[config.mk]
export PLATFORM = sky130hd
export DESIGN_NAME = ocm_read_arbiter
export DESIGN_NICKNAME = d
export VERILOG_FILES = /design/src/rtl/ocm_read_arbiter.sv
export SDC_FILE = /design/constraint.sdc
export NUM_CORES = 1
export LEC_CHECK = 0
export CORE_AREA = 2 2 195 197
export CTS_CLUSTER_SIZE = 30
export DETAILED_ROUTE_END_ITERATION = 7
export DIE_AREA = 0 0 197 199
export PLACE_DENSITY = 0.61
export SLEW_MARGIN = 20
export SYNTH_ARGS = -nofsm -noshare
export SYNTH_HDL_FRONTEND = slang
export SYNTH_SLANG_ARGS = --single-unit
[constraint.sdc]
create_clock -name clk -period 18.08 [get_ports clk]
set_input_delay 3.616 -clock clk [delete_from_list [all_inputs] [get_ports clk]]
set_output_delay 3.616 -clock clk [all_outputs]
set_load 0.05 [all_outputs]
[src/rtl/ocm_read_arbiter.sv]
// Round-robin arbiter sharing one OCM burst-read master between two requesters.
// Define TXN_TIMEOUT_EN to enable the transaction watchdog and timeout_err.
module ocm_read_arbiter #(
  parameter int unsigned DATA_W         = 128,
  parameter int unsigned IDX_W          = 32,
  parameter int unsigned TIMEOUT_CYCLES = 1024
) (
  input  logic              clk,
  input  logic              reset,
  input  logic              req0_valid,
  input  logic [IDX_W-1:0]  req0_index,
  output logic              req0_ready,
  output logic [DATA_W-1:0] req0_data,
  output logic              req0_data_valid,
  output logic              req0_done,
  input  logic              req1_valid,
  input  logic [IDX_W-1:0]  req1_index,
  output logic              req1_ready,
  output logic [DATA_W-1:0] req1_data,
  output logic              req1_data_valid,
  output logic              req1_done,
  output logic              init_master_txn,
  output logic [IDX_W-1:0]  read_addr_index,
  input  logic              read_active,
  input  logic              read_done,
  input  logic [DATA_W-1:0] ocm_data_out,
  input  logic              bus_data_valid,
  output logic              busy,
  output logic              grant_id,
  output logic              timeout_err
);

  typedef enum logic [1:0] {
    IDLE, ISSUE, WAIT_DONE, RELEASE
  } state_e;

  state_e            state_q;
  logic              last_q;
  logic              grant_q;
  logic              init_q;
  logic              tmo_q;
  logic [IDX_W-1:0]  idx_q;
  logic [DATA_W-1:0] d0_q;
  logic [DATA_W-1:0] d1_q;
  logic              v0_q;
  logic              v1_q;

  logic any_req;
  logic win;
  logic idle;
  logic in_txn;
  logic beat;
  logic tmo_hit;

  assign any_req = req0_valid | req1_valid;
  // On a tie the requester that was not granted last wins.
  assign win     = (req0_valid & req1_valid) ? ~last_q : req1_valid;
  assign idle    = (state_q == IDLE);
  assign in_txn  = (state_q == ISSUE) | (state_q == WAIT_DONE);
  assign beat    = bus_data_valid & in_txn;

`ifdef TXN_TIMEOUT_EN
  localparam int CW = $clog2(TIMEOUT_CYCLES + 1);
  logic [CW-1:0] cnt_q;

  always_ff @(posedge clk or posedge reset) begin
    if (reset) begin
      cnt_q <= '0;
    end else if (idle) begin
      cnt_q <= '0;
    end else if (in_txn) begin
      cnt_q <= cnt_q + CW'(1);
    end
  end

  assign tmo_hit = in_txn & ~read_done &
                   (cnt_q == CW'(TIMEOUT_CYCLES - 1));
`else
  logic unused_tmo;
  assign unused_tmo = TIMEOUT_CYCLES[0];
  assign tmo_hit    = 1'b0;
`endif

  always_ff @(posedge clk or posedge reset) begin
    if (reset) begin
      state_q <= IDLE;
      last_q  <= 1'b1;
      grant_q <= 1'b0;
      init_q  <= 1'b0;
      tmo_q   <= 1'b0;
      idx_q   <= '0;
      d0_q    <= '0;
      d1_q    <= '0;
      v0_q    <= 1'b0;
      v1_q    <= 1'b0;
    end else begin
      v0_q <= beat & ~grant_q;
      v1_q <= beat & grant_q;
      if (beat & ~grant_q) d0_q <= ocm_data_out;
      if (beat & grant_q)  d1_q <= ocm_data_out;
      if (tmo_hit) tmo_q <= 1'b1;
      unique case (state_q)
        IDLE: begin
          if (any_req) begin
            idx_q   <= win ? req1_index : req0_index;
            grant_q <= win;
            last_q  <= win;
            init_q  <= 1'b1;
            state_q <= ISSUE;
          end
        end
        ISSUE: begin
          if (read_done | tmo_hit) begin
            init_q  <= 1'b0;
            state_q <= RELEASE;
          end else if (read_active) begin
            init_q  <= 1'b0;
            state_q <= WAIT_DONE;
          end
        end
        WAIT_DONE: begin
          if (read_done | tmo_hit) state_q <= RELEASE;
        end
        RELEASE: state_q <= IDLE;
        default: state_q <= IDLE;
      endcase
    end
  end

  assign req0_ready      = idle & any_req & ~win;
  assign req1_ready      = idle & any_req & win;
  assign req0_data       = d0_q;
  assign req1_data       = d1_q;
  assign req0_data_valid = v0_q;
  assign req1_data_valid = v1_q;
  assign req0_done       = (state_q == RELEASE) & ~grant_q;
  assign req1_done       = (state_q == RELEASE) & grant_q;
  assign init_master_txn = init_q;
  assign read_addr_index = idx_q;
  assign busy            = ~idle;
  assign grant_id        = grant_q;
  assign timeout_err     = tmo_q;

endmodule

* Word-level counts from Yosys, hierarchy flattened
Cells that the tools add are included.
** Word-level totals
- Bits in registers :: 295
- Input port bits :: 199
** Operators by class
- Eq/ne operators :: 6
- Multiplexer cells :: 11
- Bitwise operators :: 15
- Reduce and logical (&&, ||, !) cells :: 5
** Operator list (count)
- 32-bit 2-to-1 mux :: 1
- 1-bit bitwise AND :: 9
- 2-bit 2-to-1 mux :: 4
- 2-bit one-hot mux with 4 select lines :: 1
- 3-bit AND reduction :: 2
- 2-bit == test (second input constant) :: 2
- 1-bit 2-to-1 mux :: 4
- 2-bit inequality test (second input constant) :: 2
- 1-bit inverter :: 4
- 3-bit inequality test (second input constant) :: 1
- 2-bit by 1-bit == test with 1-bit output (second input constant) :: 1
- 2-bit logical NOT :: 1
- 1-bit bitwise OR :: 2
- 1-bit one-hot mux with 2 select lines :: 1
- 2-bit AND reduction :: 1
- 2-bit nonzero test :: 1

* Longest topological paths before layout
- Depth after elaboration :: 4
- Mapped depth :: 8
- Gate-level depth less buffers :: 6

* Worst setup path before layout
No wires, ideal clock.
- Path type :: in2out
- Start :: input port req1_valid
- End :: output port req1_ready
- Data arrival time :: 4.257 ns
- Required time :: 14.464 ns
- Path slack :: 10.207 ns
- Stages on the path :: 3
- Path buffers :: 1
- Cell sequence :: nand2_1 a21oi_2 buf_2
** Between the ends
- Cells in the longest elaborated chain, start to end :: 3
- Elaborated cells on any way between the ends :: 5
** Ends and longest elaborated chain
- from (decl) :: RTL line 16 : input logic req1_valid,
- 1-bit bitwise OR / 1-bit bitwise AND (equally long branches) :: RTL line 55, 57
- 1-bit bitwise AND / 1-bit 2-to-1 mux (equally long branches) :: RTL line 131, 57
- 1-bit bitwise AND (*) :: RTL line 131 : assign req1_ready = idle & any_req & win;
- to (decl) :: RTL line 18 : output logic req1_ready,
Mark *: on every way between the ends. The rest lies on a longest branch, timed or not.

* Worst setup path in the final report
- Start :: input port req0_valid
- End :: output port req0_ready
** Between the ends
- Cells in the longest elaborated chain, start to end :: 4
- Elaborated cells on any way between the ends :: 6
** Ends and longest elaborated chain
- from (decl) :: RTL line 10 : input logic req0_valid,
- 1-bit bitwise AND :: RTL line 57 : assign win = (req0_valid & req1_valid) ? ~last_q : req1_valid;
- 1-bit 2-to-1 mux :: RTL line 57
- 1-bit inverter :: RTL line 130 : assign req0_ready = idle & any_req & ~win;
- 1-bit bitwise AND (*) :: RTL line 130
- to (decl) :: RTL line 12 : output logic req0_ready,
Marked as above.

==> summary.md <==
| Metric | Value |
|---|---|
| Library cells used by synthesis | 30 |
| Clk slew on worst S/H paths | 60 ps |
| Antenna-violating nets left | 0 |
| # setup viols final | 0 |
| DP Wirelength | 23800 um |
| Total Routed Length | 34220 um |
| Detailed Routing Iterations Pass 1 | 5 |
| Met2 Use GR | 0.2786 |
| Met3 usage in global routing | 0.05849 |
| Netlist Area Pre-Place | 11840 um^2 |
| Synth top area share | 0.6212 |
| Largest stage delay, worst path | 820 ps |
| Clock Skew | 23.18 ps |
| Die width | 197 um |
| Post-Synthesis Cells | 694 |
| Vias in the first global route | 8362 |
| Fill cells | 3271 |
| Crit path launch type | primary input |
| Layout cells sized above 1 | 0.2723 |
| Top post-synthesis cells by area | dfrtp_1 62%, mux2_2 14%, mux2_4 14%, a221o_1 2.7%, buf_12 1.9% |
| Seq cells post-synth | 295 |
| Number of core rows | 71 |
| Final number of hold-violating endpoints | 0 |
| Nets | 1402 |
| Unrepaired setup endpoints after global routing | false |
| Reg2reg start | state_q[0] |
| WHS Endpoint | req1_data[36] |
| Worst slew margin | 0.3670 |
| Hold_sp | req1_data[36] |
| Placer Congestion | 0.7591 |
| Core area | 37130 um^2 |
| Area grow syn2layout | 54.56% |
| Initial DRC Count | 197 |
| Vias per inst | 4.615 |
| Port bufs | 495 |
| Worst Max-Slew Pin Slew | 948.4 ps |
| Crit path max-delay family | buffers and inverters |
| CP dominant cell by count | clkdlybuf4s50_1 |
| Initial Utilization | 0.3190 |
| Clock tree buffer depth | 3 |
| Final period util | 0.4887 |
| Synth cell count leaders | 294 x dfrtp_1, 148 x mux2_2, 109 x mux2_4 |
| Initial antenna violation count | 1 |
| Total congestion overflow | 0 |
| Most Crowded Layer GR | met2 |
| Post-Layout Cell Count | 1697 |
| First-pass GRT wire length | 51380 um |
| R2R depth | 7 |
| Routed vias | 7831 |
| MaxCap Viol Count | 0 |
| Design area | 18310 um^2 |
| Setup crit end kind | output port |
| Residual DRC | 0 |
| Worst-Skew Late Latency | 540 ps |
| Largest net degree at the start of global routing | 109 |
| Synth warn | 0 |
| CP Max Fanout | 4 |
| CTS tree | done |
| DR WL/cell | 20.17 um |
| Die ar. | 39200 um^2 |
| Final setup TNS | 0 ps |
| CP max stage cell | clkdlybuf4s50_1 |
| Ys flop type | dfrtp_1 |
| FFs w/ async S/R, synth | 1.000 |
| Reg-to-reg slack, setup | 14540 ps |
| EDFF count, synth | 0 |
| Num CTS Buffers | 35 |
| Cell Area, Placed | 17110 um^2 |
| Area leader, netlist | dfrtp_1 |
| H-tree depth | 2 |
| Post-CTS setup buffers | 0 |
| Status | finished clean |
| Inst Count DP | 1634 |
| CP bufs+invs | 2 |
| Post-synthesis sequential area ratio | 0.6234 |
| Min cycle time layout | 8835 ps |
| Met1 Use GR | 0.2098 |
| Slack of the critical path | 9245 ps |
| Root Buffer | clkbuf_16 |
| Worst path cell trace | clkdlybuf4s50_1 > nand2_1 > a21oi_2 > clkdlybuf4s50_1 |
| Place WS | 9248 ps |
| Worst Hold Class | flop to flop |
| CTS resizes | 0 |
| Fin. max-slew vios | 0 |
| Mapped Nets | 898 |
| Hold_buf cts | 0 |
| Critical path type | primary input to output port |
| FMAX | 0.1132 GHz |
| Antenna cells | 0 |
| WP data arrival | 5220 ps |
| Total Routing Usage GR | 0.1719 |
| Die H | 199 um |
| Clock net sink count | 295 |
| CP required | 14460 ps |
| Io pins | 497 |
| Synthesized area per cell | 17.07 um^2 |
| Most frequent cell after synthesis | dfrtp_1 |
| Hold path cells | 1 |
| RR Endpoint | req0_data[46] |
[registers in the layout, indices dropped and copies added, names as in the netlist]
name	flops
state_q	2
req1_data	128
read_addr_index	32
last_q	1
grant_id	1
req0_data_valid	1
req0_data	128
req1_data_valid	1
init_master_txn	1
[metal layers]
layer,up-vias,share of wire,wire length (um)
met4,0,0.032,1097
met5,-,0,0
met1,3958,0.40,13830
li1,3490,-,-
met2,320,0.48,16500
met3,63,0.081,2788
[cells in the final DEF (no fill, tap or decap), types with 2 or more instances in the layout]
cell,count
a21o_1,2
a21oi_2,2
a221o_1,32
a2bb2oi_1,2
and2_0,30
and2_1,3
buf_4,9
clkbuf_1,4
clkbuf_16,36
clkbuf_8,11
clkdlybuf4s50_1,495
clkinv_2,6
dfrtp_1,294
ha_1,5
inv_1,6
inv_6,2
mux2_2,148
mux2_4,109
nand2_1,5
nor2_1,2
nor2b_1,3
nor3b_1,2
[worst register-to-register path, delay by kind of cell (launching register included)]
| kind | cells | cell delay (ps) |
|---|---|---|
| buffers and inverters | 3 | 1710 |
| AND/OR/NAND/NOR | 2 | 460 |
| flip-flops | 1 | 460 |
| multiplexers | 1 | 390 |
| adder cells (fa/ha/maj) | 1 | 390 |
[worst max-delay path by stage]
| stage | from | endpoint | slack (ps) | cells after the start |
|---|---|---|---|---|
| after global placement | req1_valid | req1_ready | 9260 | 4 |
| after CTS | req0_valid | req0_ready | 9240 | 4 |
| after global routing | req1_valid | req1_ready | 9160 | 4 |
| after detailed placement | req0_valid | req0_ready | 9250 | 4 |
| final | req0_valid | req0_ready | 9240 | 4 |
| after floorplan | reset | grant_id | 6320 | 1 |
[kinds of logic after synthesis]
logic type	Yosys count	share of synthesized area
other	1	0.0003166
AND/OR/NAND/NOR	49	0.02461
adder cells (fa/ha/maj)	5	0.005282
buffers and inverters	46	0.03412
flip-flops	295	0.6234
AO/OA/AOI/OAI	41	0.03338
multiplexers	257	0.2789
[layout make-up]
cell class	count	area [um^2]	share of cell area
clock buffers	51	1067	0.05830
clock inverters	11	101.3	0.005536
inverters	8	42.54	0.002324
repair buffers	505	5050	0.2759
flip-flops and latches	295	7383	0.4033
well taps	474	593.1	0.03240
multi-input cells	353	4069	0.2223
[stage by stage]
step | util | hold WS [ps]
after floorplan | - | 508.4
after global placement | 0.4608 | 485.6
after detailed placement | 0.4608 | 491.3
after CTS | 0.4923 | 504.6
after global routing | 0.4930 | 509.6
final | 0.4930 | 500.2
Power is left out: the tool's default activity adds up to more than one toggle a clock period on the data nets, which glitch-free logic cannot reach.
